## src/rtl/gate_divider_trim.sv

```systemverilog
// Programmable gate-pulse divider: period = DIV_GATE + signed trim + dithered fraction.
// Trim is taken over a valid/ready handshake and only becomes active on a period boundary.
module gate_divider_trim #(
    parameter int DIV_GATE    = 2000000,
    parameter int TRIM_WIDTH  = 16,
    parameter int TRIM_MAX    = 200,
    parameter int FRAC_BITS   = 8,
    parameter int EPOCH_WIDTH = 16,
    localparam int DIV_BITS   = $clog2(DIV_GATE + TRIM_MAX + 2)
) (
    input  logic                          clk_gate,
    input  logic                          rst_gate,
    input  logic                          i_en,
    input  logic signed [TRIM_WIDTH-1:0]  i_trim,
    input  logic        [FRAC_BITS-1:0]   i_frac,
    input  logic                          i_trim_valid,
    output logic                          o_trim_ready,
    output logic                          o_trim_clamped,
    output logic                          o_trim_applied,
    output logic                          o_gate,
    output logic        [DIV_BITS-1:0]    o_period,
    output logic        [EPOCH_WIDTH-1:0] o_epoch
);

    localparam int AW = DIV_BITS + 1;
    localparam logic signed [TRIM_WIDTH-1:0] TMAX_P  = TRIM_WIDTH'(TRIM_MAX);
    localparam logic signed [TRIM_WIDTH-1:0] TMAX_N  = TRIM_WIDTH'(-TRIM_MAX);
    localparam logic        [AW-1:0]         DIV_A   = AW'(DIV_GATE);
    localparam logic        [DIV_BITS-1:0]   CNT_RST = DIV_BITS'(DIV_GATE - 1);
    localparam logic        [DIV_BITS-1:0]   PER_RST = DIV_BITS'(DIV_GATE);

    logic        [DIV_BITS-1:0]    cnt_q, cnt_d;
    logic signed [TRIM_WIDTH-1:0]  trim_q, trim_d;
    logic signed [TRIM_WIDTH-1:0]  pend_trim_q, pend_trim_d;
    logic        [FRAC_BITS-1:0]   frac_q, frac_d;
    logic        [FRAC_BITS-1:0]   pend_frac_q, pend_frac_d;
    logic        [FRAC_BITS-1:0]   acc_q, acc_d;
    logic                          pending_q, pending_d;
    logic                          ready_q, ready_d;
    logic                          clamped_q, clamped_d;
    logic                          applied_q, applied_d;
    logic                          gate_q, gate_d;
    logic        [DIV_BITS-1:0]    period_q, period_d;
    logic        [EPOCH_WIDTH-1:0] epoch_q, epoch_d;

    logic                          accept;
    logic signed [TRIM_WIDTH-1:0]  sat_trim;
    logic                          sat_hit;
    logic signed [TRIM_WIDTH-1:0]  t_sel;
    logic        [FRAC_BITS-1:0]   f_sel;
    logic        [FRAC_BITS:0]     acc_sum;
    logic        [AW-1:0]          n_base;
    logic        [AW-1:0]          n_len;
    logic                          unused_msb;

    assign accept = i_trim_valid & ready_q;

    always_comb begin
        sat_trim = i_trim;
        sat_hit  = 1'b0;
        if (i_trim > TMAX_P) begin
            sat_trim = TMAX_P;
            sat_hit  = 1'b1;
        end else if (i_trim < TMAX_N) begin
            sat_trim = TMAX_N;
            sat_hit  = 1'b1;
        end
    end

    // A pending trim is used in the same cycle it is applied, so the new period already has it.
    assign t_sel   = pending_q ? pend_trim_q : trim_q;
    assign f_sel   = pending_q ? pend_frac_q : frac_q;
    assign acc_sum = {1'b0, acc_q} + {1'b0, f_sel};
    assign n_base  = DIV_A + AW'(t_sel);
    assign n_len   = n_base + AW'(acc_sum[FRAC_BITS]);

    // Period lengths are bounded well inside DIV_BITS, so the sign bit is never needed.
    assign unused_msb = n_base[AW-1] ^ n_len[AW-1];

    always_comb begin
        cnt_d       = cnt_q;
        trim_d      = trim_q;
        pend_trim_d = pend_trim_q;
        frac_d      = frac_q;
        pend_frac_d = pend_frac_q;
        acc_d       = acc_q;
        pending_d   = pending_q;
        ready_d     = ready_q;
        clamped_d   = 1'b0;
        applied_d   = 1'b0;
        gate_d      = 1'b0;
        period_d    = period_q;
        epoch_d     = epoch_q;

        if (applied_q) begin
            ready_d = 1'b1;
        end

        if (accept) begin
            pend_trim_d = sat_trim;
            pend_frac_d = i_frac;
            pending_d   = 1'b1;
            ready_d     = 1'b0;
            clamped_d   = sat_hit;
        end

        if (!i_en) begin
            acc_d    = '0;
            cnt_d    = n_base[DIV_BITS-1:0] - DIV_BITS'(1);
            period_d = n_base[DIV_BITS-1:0];
            if (pending_q) begin
                trim_d    = pend_trim_q;
                frac_d    = pend_frac_q;
                pending_d = 1'b0;
                applied_d = 1'b1;
            end
        end else if (cnt_q == '0) begin
            if (pending_q) begin
                trim_d    = pend_trim_q;
                frac_d    = pend_frac_q;
                pending_d = 1'b0;
                applied_d = 1'b1;
            end
            acc_d    = acc_sum[FRAC_BITS-1:0];
            cnt_d    = n_len[DIV_BITS-1:0] - DIV_BITS'(1);
            period_d = n_len[DIV_BITS-1:0];
            gate_d   = 1'b1;
            epoch_d  = epoch_q + EPOCH_WIDTH'(1);
        end else begin
            cnt_d = cnt_q - DIV_BITS'(1);
        end
    end

    always_ff @(posedge clk_gate or posedge rst_gate) begin
        if (rst_gate) begin
            cnt_q       <= CNT_RST;
            trim_q      <= '0;
            pend_trim_q <= '0;
            frac_q      <= '0;
            pend_frac_q <= '0;
            acc_q       <= '0;
            pending_q   <= 1'b0;
            ready_q     <= 1'b1;
            clamped_q   <= 1'b0;
            applied_q   <= 1'b0;
            gate_q      <= 1'b0;
            period_q    <= PER_RST;
            epoch_q     <= '0;
        end else begin
            cnt_q       <= cnt_d;
            trim_q      <= trim_d;
            pend_trim_q <= pend_trim_d;
            frac_q      <= frac_d;
            pend_frac_q <= pend_frac_d;
            acc_q       <= acc_d;
            pending_q   <= pending_d;
            ready_q     <= ready_d;
            clamped_q   <= clamped_d;
            applied_q   <= applied_d;
            gate_q      <= gate_d;
            period_q    <= period_d;
            epoch_q     <= epoch_d;
        end
    end

    assign o_trim_ready   = ready_q;
    assign o_trim_clamped = clamped_q;
    assign o_trim_applied = applied_q;
    assign o_gate         = gate_q;
    assign o_period       = period_q;
    assign o_epoch        = epoch_q;

endmodule
```

## config.mk

```make
export PLATFORM = sky130hd
export DESIGN_NAME = gate_divider_trim
export DESIGN_NICKNAME = d
export VERILOG_FILES = /design/src/rtl/gate_divider_trim.sv
export SDC_FILE = /design/constraint.sdc
export NUM_CORES = 1
export LEC_CHECK = 0
export ABC_AREA = 1
export ABC_CLOCK_PERIOD_IN_PS = 6300
export CAP_MARGIN = 40
export CORE_ASPECT_RATIO = 1.4
export CORE_MARGIN = 10
export CORE_UTILIZATION = 58
export DETAILED_ROUTE_END_ITERATION = 7
export PLACE_DENSITY = 0.81
export SKIP_CTS_REPAIR_TIMING = 1
export SLEW_MARGIN = 25
export SYNTH_ARGS = -nofsm -noshare
export SYNTH_HDL_FRONTEND = slang
export SYNTH_SLANG_ARGS = --single-unit
```

## constraint.sdc

```tcl
create_clock -name clk_gate -period 6.3 [get_ports clk_gate]
set_input_delay 1.26 -clock clk_gate [delete_from_list [all_inputs] [get_ports clk_gate]]
set_output_delay 1.26 -clock clk_gate [all_outputs]
set_load 0.005 [all_outputs]
```

==> key figures, run 1 <==
Timing
  – Fmax: 207 MHz
  – Worst-margin pin slew: 703 ps
  – RSZ-0062 raised after global routing: no
  – Slew Limit Fails: 0
  – Setup TNS: 0 ps
  – Final hold vios: 0
  – Setup violations, final: 0
  – Final period utilization: 76.7%
  – Final min period: 4830 ps
  – Clock Skew: 14.3 ps
  – Final WS setup: 1470 ps
  – Max-Slew Margin vs Limit: 53.0%

Yosys
  – Synthesis Warnings: 0
  – Async S/R FF share, synth: 100%
  – Top area cells in the synthesized netlist: dfrtp_1 (36%), nand2_1 (14%), dfstp_2 (8.2%)
  – Post-Syn Nets: 914
  – Primary FF master, synth: dfrtp_1
  – Seq/Total Area, Yosys: 44.6%
  – Cells after synthesis: 869
  – Average cell area after synthesis: 7.76 µm²
  – Synth Register Bits: 119
  – Post-synth EDFFs: 0
  – Post-synth cell types: 45
  – Top-area cell type share of the netlist area: 36.4%
  – Largest area contributor in the netlist: dfrtp_1
  – Synth Cell Area: 6740 µm²

Global routing
  – Gr usage total: 19.6%
  – Vias in the first global route: 5,786
  – Pin count of the biggest net entering global routing: 49
  – Gr ovfl total: 0
  – Initial antenna violation count: 0
  – First-pass GRT wire length: 27,200 µm

Finish
  – Final core occ: 72.3%
  – # fillers: 890
  – Final net count: 982
  – # diodes: 0
  – Area grow syn2layout: 21.6%
  – Share of layout cells above drive strength 1: 14.8%

Floorplan
  – Die area: 16,400 µm²
  – Rows: 46
  – Die Wd: 111 µm
  – Core footprint: 11,300 µm²
  – Die H: 148 µm
  – Ports: 69
  – Initial Util: 59.5%

Route
  – Routed vias/inst: 5.33
  – WL final: 15,800 µm
  – Routed vias: 5,833
  – Post-route ant nets: 0
  – Drt pass-1 iters: 8
  – WL/cell: 14.4 µm
  – DR iter-0 viols: 334
  – Residual DRC: 0

Place
  – GP Congestion: 0.904
  – Placement Setup Slack: 1590 ps
  – Port Buffers: 68
  – Placed wire-length estimate: 11,100 µm

Worst setup path
  – CP Capture Point: cnt_q[20]
  – Reg2reg end: cnt_q[20]
  – CP Depth: 30
  – Req. time, crit path: 6670 ps
  – Start point of the critical path: pending_q
  – Crit path kind: reg -> reg
  – RR Startpoint: pending_q
  – R2r setup slk: 1470 ps
  – Buffers plus inverters on the worst setup path: 5
  – Worst setup SP type: flop
  – Delay-heaviest family, CP: simple AND/OR/NAND/NOR gates
  – Critical path's slowest cell: dfrtp_1
  – CP Max Fanout: 21
  – R2R cell count: 30
  – Crit path DAT: 5200 ps
  – CP peak stage delay: 680 ps
  – Worst setup EP type: flop

Worst hold path
  – Min-delay worst type: reg -> reg

Clock network
  – CTS tree: yes
  – Clk Latency, worst-skew pair: 430 ps
  – CTS clk-pin slew, worst paths: 60 ps
  – Root buffer cell: clkbuf_16
  – Num CTS Buffers: 17
  – H-Tree Level Count: 4
  – Clock sink total: 119
  – Clock buffer depth: 2

Power and ir drop
  – Pwr Density: 453 nW/µm²
  – VDD IR-drop max: 232 µV
  – P_leak: 3.96 nW
  – Tot Pwr: 3.71 mW

Run status
  – Status: finished, final reports clean

Job
  – MaxCap Viol Count: 0
## routing by layer
metal / up-vias / GRT usage [%] / share of wire (%)
met1: 2723 / 23.4 / 42
met4: 0 / 7.93 / 2.6
met2: 172 / 33.2 / 50
met3: 39 / 4.62 / 5.7
li1: 2899 / - / -
met5: - / 0 / 0
## worst register-to-register path: cells and delay by family, from the launching register on
family	cells	cell delay, ps
buffers and inverters	5	310
AOI/OAI and AO/OA	7	1120
adders and majority gates	5	1260
DFF	1	680
and+or+nand+nor	13	1390
## Yosys cell counts (2+ instances only)
library cell	count
o21ai_1	2
nor2_2	9
nand4_1	16
nand2_1	256
inv_1	101
a21oi_1	14
o22ai_1	4
nand3_2	9
a21oi_2	2
buf_2	5
dfrtp_1	98
or2_2	5
nor3_1	7
nor2_4	9
xor2_1	19
nand3_1	54
buf_6	3
dfstp_2	21
inv_2	8
clkbuf_1	13
o21ai_0	72
nand2_4	2
o31ai_1	3
nand2_2	30
buf_1	4
o21ai_2	3
xnor2_1	7
ha_1	16
a31oi_1	3
nand3b_1	2
nor2_1	58
## where the power goes
part	total (mW)	internal [mW]	switching (mW)
Combinational	1.48	0.516	0.959
Clock	1.06	0.670	0.385
Sequential	1.18	1.04	0.141
## worst min path at each step
stage | startpoint | to | slack [ps] | cells after the start
2_1_floorplan | pend_trim_q[15] | pend_trim_q[15] | 440 | 2
3_3_place_gp | o_period[7] | o_period[7] | 460 | 2
3_5_place_dp | o_period[7] | o_period[7] | 460 | 2
4_1_cts | o_period[7] | o_period[7] | 470 | 2
5_1_grt | o_period[10] | o_period[10] | 480 | 2
6_report | o_epoch[15] | o_epoch[15] | 460 | 1
## cell usage in the layout (no fill, tap or decap), types with 9 or more instances in the layout
cell type / instances
ha_1: 16
inv_1: 100
nor2_1: 58
nand3_2: 9
dfrtp_1: 98
nand4_1: 16
nand2_2: 30
nor2_2: 9
a21oi_1: 14
nand2_1: 256
dfstp_2: 21
clkbuf_16: 17
nor2_4: 9
nand3_1: 54
o21ai_0: 72
xor2_1: 19
clkdlybuf4s50_1: 68
## flip-flops by register name, summed over array words and instances, names as in the netlist
| signal | count |
|---|---|
| acc_q | 8 |
| cnt_q | 21 |
| frac_q | 8 |
| o_epoch | 16 |
| o_gate | 1 |
| o_period | 21 |
| o_trim_applied | 1 |
| o_trim_clamped | 1 |
| o_trim_ready | 1 |
| pend_frac_q | 8 |
| pend_trim_q | 16 |
| pending_q | 1 |
| trim_q | 16 |
## area by class of cell
class | count | area [µm²] | area share (%)
Inverter | 109 | 412 | 5.02
Sequential cell | 119 | 3000 | 36.6
Multi-Input combinational cell | 615 | 3200 | 39.0
Timing Repair Buffer | 75 | 767 | 9.35
Tap cell | 144 | 180 | 2.20
Clock buffer | 17 | 425 | 5.19
Clock inverter | 15 | 214 | 2.61
## stage by stage
step	cells	hold WS (ps)	instance area, µm²
final	1094	464	8200
after global routing	1094	480	8200
after CTS	1091	469	8160
after detailed placement	1059	459	7520
after global placement	1058	455	7500
after floorplan	869	445	6740
## kinds of logic after synthesis
| logic type | synth area share, % |
|---|---|
| adders and majority gates | 3.27 |
| AOI/OAI and AO/OA | 9.19 |
| buffers and inverters | 8.00 |
| and+or+nand+nor | 31.6 |
| xor gates and xnor gates | 3.38 |
| DFF | 44.6 |
Power figures use the tool's default switching activity.
==> inputs of run 2 (changes only) <==
Settings changed: ABC_CLOCK_PERIOD_IN_PS 6300 to 4900.
Clock period 6.3 ns to 4.9 ns, I/O delays scaled along.
==> run 2 against run 1 <==
Compared with the run above: setup slack got worse by 1000 ps; clock-buffer cell count increased by 7; cell area decreased by 1.1%; register-to-register slack got worse by 1000 ps; sequential power increased by 29%.
==> key figures, run 2 (synthesis results as in run 1) <==
Finish
  – Finished Cell Area: 8110 µm² (was 8200 µm²)
  – Final net count: 986 (was 982)
  – Area of the multi-input gates: 3200 µm² (about the same)
  – # fillers: 898 (was 890)
  – Share of layout cells above drive strength 1: 15.0% (was 14.8%)
  – Area grow syn2layout: 20.4% (was 21.6%)
  – Most frequent cells in the layout: nand2_1 (256), inv_1 (100), dfrtp_1 (97) (was nand2_1 (256), inv_1 (100), dfrtp_1 (98))
  – Final core occ: 71.6% (was 72.3%)
  – # diodes: 0 (unchanged)
  – Most common cell after layout, fill and taps aside: nand2_1 (unchanged)
  – Final Instance Count excl. Fillers: 1,098 (was 1,094)
  – Sequential cell area: 3010 µm² (was 3000 µm²)

Global routing
  – First-pass GRT wire length: 26,900 µm (was 27,200 µm)
  – Gr ovfl total: 0 (unchanged)
  – Vias in the first global route: 5,798 (was 5,786)
  – Pin count of the biggest net entering global routing: 39 (was 49)
  – Initial antenna violation count: 0 (unchanged)
  – Gr usage total: 19.3% (was 19.6%)

Clock network
  – CTS tree: yes (unchanged)
  – Clk Latency, worst-skew pair: 420 ps (was 430 ps)
  – H-Tree Level Count: 4 (unchanged)
  – Num CTS Buffers: 17 (unchanged)
  – CTS clk-pin slew, worst paths: 50 ps (was 60 ps)
  – Clock buffer depth: 2 (unchanged)
  – Clock sink total: 119 (unchanged)
  – Root buffer cell: clkbuf_16 (unchanged)

Worst setup path
  – CP Capture Point: cnt_q[16] (was cnt_q[20])
  – Crit path DAT: 4760 ps (was 5200 ps)
  – Start point of the critical path: pending_q (unchanged)
  – Crit path kind: reg -> reg (unchanged)
  – R2r setup slk: 460 ps (was 1470 ps)
  – RR Startpoint: pending_q (unchanged)
  – Delay-heaviest family, CP: simple AND/OR/NAND/NOR gates (unchanged)
  – Critical path's slowest cell: fa_1 (was dfrtp_1)
  – Reg2reg end: cnt_q[16] (was cnt_q[20])
  – Worst setup EP type: flop (unchanged)
  – CP peak stage delay: 480 ps (was 680 ps)
  – R2R cell count: 28 (was 30)
  – Buffers plus inverters on the worst setup path: 5 (unchanged)
  – Worst setup SP type: flop (unchanged)
  – CP Max Fanout: 11 (was 21)
  – CP Depth: 28 (was 30)
  – Req. time, crit path: 5210 ps (was 6670 ps)

Place
  – Placed instance area: 7580 µm² (was 7520 µm²)
  – Dpl cells: 1,066 (was 1,059)
  – Placement Setup Slack: 423 ps (was 1590 ps)
  – Placed wire-length estimate: 11,200 µm (was 11,100 µm)
  – Port Buffers: 68 (unchanged)
  – GP Congestion: 0.871 (was 0.904)

Timing
  – Final WS setup: 457 ps (was 1470 ps)
  – Fmax: 225 MHz (was 207 MHz)
  – Final period utilization: 90.7% (was 76.7%)
  – Setup TNS: 0 ps (unchanged)
  – Worst-margin pin slew: 721 ps (was 703 ps)
  – Hold WS: 467 ps (was 464 ps)
  – Clock Skew: 8.91 ps (was 14.3 ps)
  – Setup violations, final: 0 (unchanged)
  – RSZ-0062 raised after global routing: no (unchanged)
  – Slew Limit Fails: 0 (unchanged)
  – Final min period: 4440 ps (was 4830 ps)
  – Max-Slew Margin vs Limit: 51.7% (was 53.0%)
  – Final hold vios: 0 (unchanged)

Route
  – Routed vias: 5,788 (was 5,833)
  – Highest metal used: met4 (unchanged)
  – Routed vias/inst: 5.27 (was 5.33)
  – DR iter-0 viols: 289 (was 334)
  – Met2 wire len: 7860 µm (was 7870 µm)
  – Residual DRC: 0 (unchanged)
  – WL final: 15,600 µm (was 15,800 µm)
  – Metal3 WL: 749 µm (was 893 µm)
  – Drt pass-1 iters: 5 (was 8)
  – Post-route ant nets: 0 (unchanged)
  – WL/cell: 14.2 µm (was 14.4 µm)
  – WL met1: 6680 µm (was 6590 µm)

Job
  – MaxCap Viol Count: 0 (unchanged)

Floorplan
  – Core footprint: 11,300 µm² (unchanged)
  – Die Wd: 111 µm (unchanged)
  – Die area: 16,400 µm² (unchanged)
  – Rows: 46 (unchanged)
  – Initial Util: 59.5% (unchanged)
  – Ports: 69 (unchanged)
  – Die H: 148 µm (unchanged)

Run status
  – Status: finished, final reports clean (unchanged)

Power and ir drop
  – Tot Pwr: 4.53 mW (was 3.71 mW)
  – Pwr Density: 558 nW/µm² (was 453 nW/µm²)
  – VDD IR-drop max: 294 µV (was 232 µV)
  – P_leak: 3.92 nW (was 3.96 nW)

Worst hold path
  – Min-delay worst type: reg -> reg (unchanged)
[run 2: cell types whose count changed in the layout (fill, tap and decap cells not counted), moves of 2 or more]
cell        before  now
clkinv_2         0    4
bufinv_16        4    0
clkbuf_8         0    3
o21ai_0         72   70
clkinv_4         3    0
clkinvlp_4       2    4
inv_6            6    0
clkbuf_1         0    4
buf_4            3    9
[run 2: worst min path at each step]
stage / startpoint / cells past startpoint / slack [ps] / to
final: o_period[15] / 2 / 470 / o_period[15]
after global routing: o_period[10] / 2 / 490 / o_period[10]
after CTS: o_period[15] / 2 / 470 / o_period[15]
after detailed placement: o_period[15] / 2 / 460 / o_period[15]
after global placement: o_period[10] / 2 / 450 / o_period[10]
after floorplan: pend_trim_q[15] / 2 / 440 / pend_trim_q[15]
[run 2: layout make-up]
cell class | count | share of cell area (%)
Clock buffer | 24 | 5.94
Clock inverter | 8 | 0.617
Inverter | 109 | 5.07
Multi-Input combinational cell | 615 | 39.5
Sequential cell | 119 | 37.0
Tap cell | 144 | 2.22
Timing Repair Buffer | 79 | 9.65
[run 2: power breakdown]
part           switching (mW)  internal [mW]
clock network           0.441          0.681
logic                    1.22          0.667
registers               0.175           1.34
total                    1.84           2.69
[run 2: routing by layer]
layer  track usage, %  up-vias
met2             33.7      122
met3             5.02       30
li1                 -     2918
met5                0        -
met4             7.15        0
met1             22.4     2718
[run 2: worst reg2reg max path, delay by kind of cell (launching register included)]
family,cells,cell delay (ps)
buffers and inverters,5,410
adder cells (fa/ha/maj),4,1080
flip-flops,1,460
AO/OA/AOI/OAI,7,1040
AND/OR/NAND/NOR,12,1330
==> inputs of run 3 (changes only) <==
Settings changed: CTS_CLUSTER_SIZE set to 8.
==> results of run 3 <==
Final layout, timing and power as in run 2 (identical DEF).
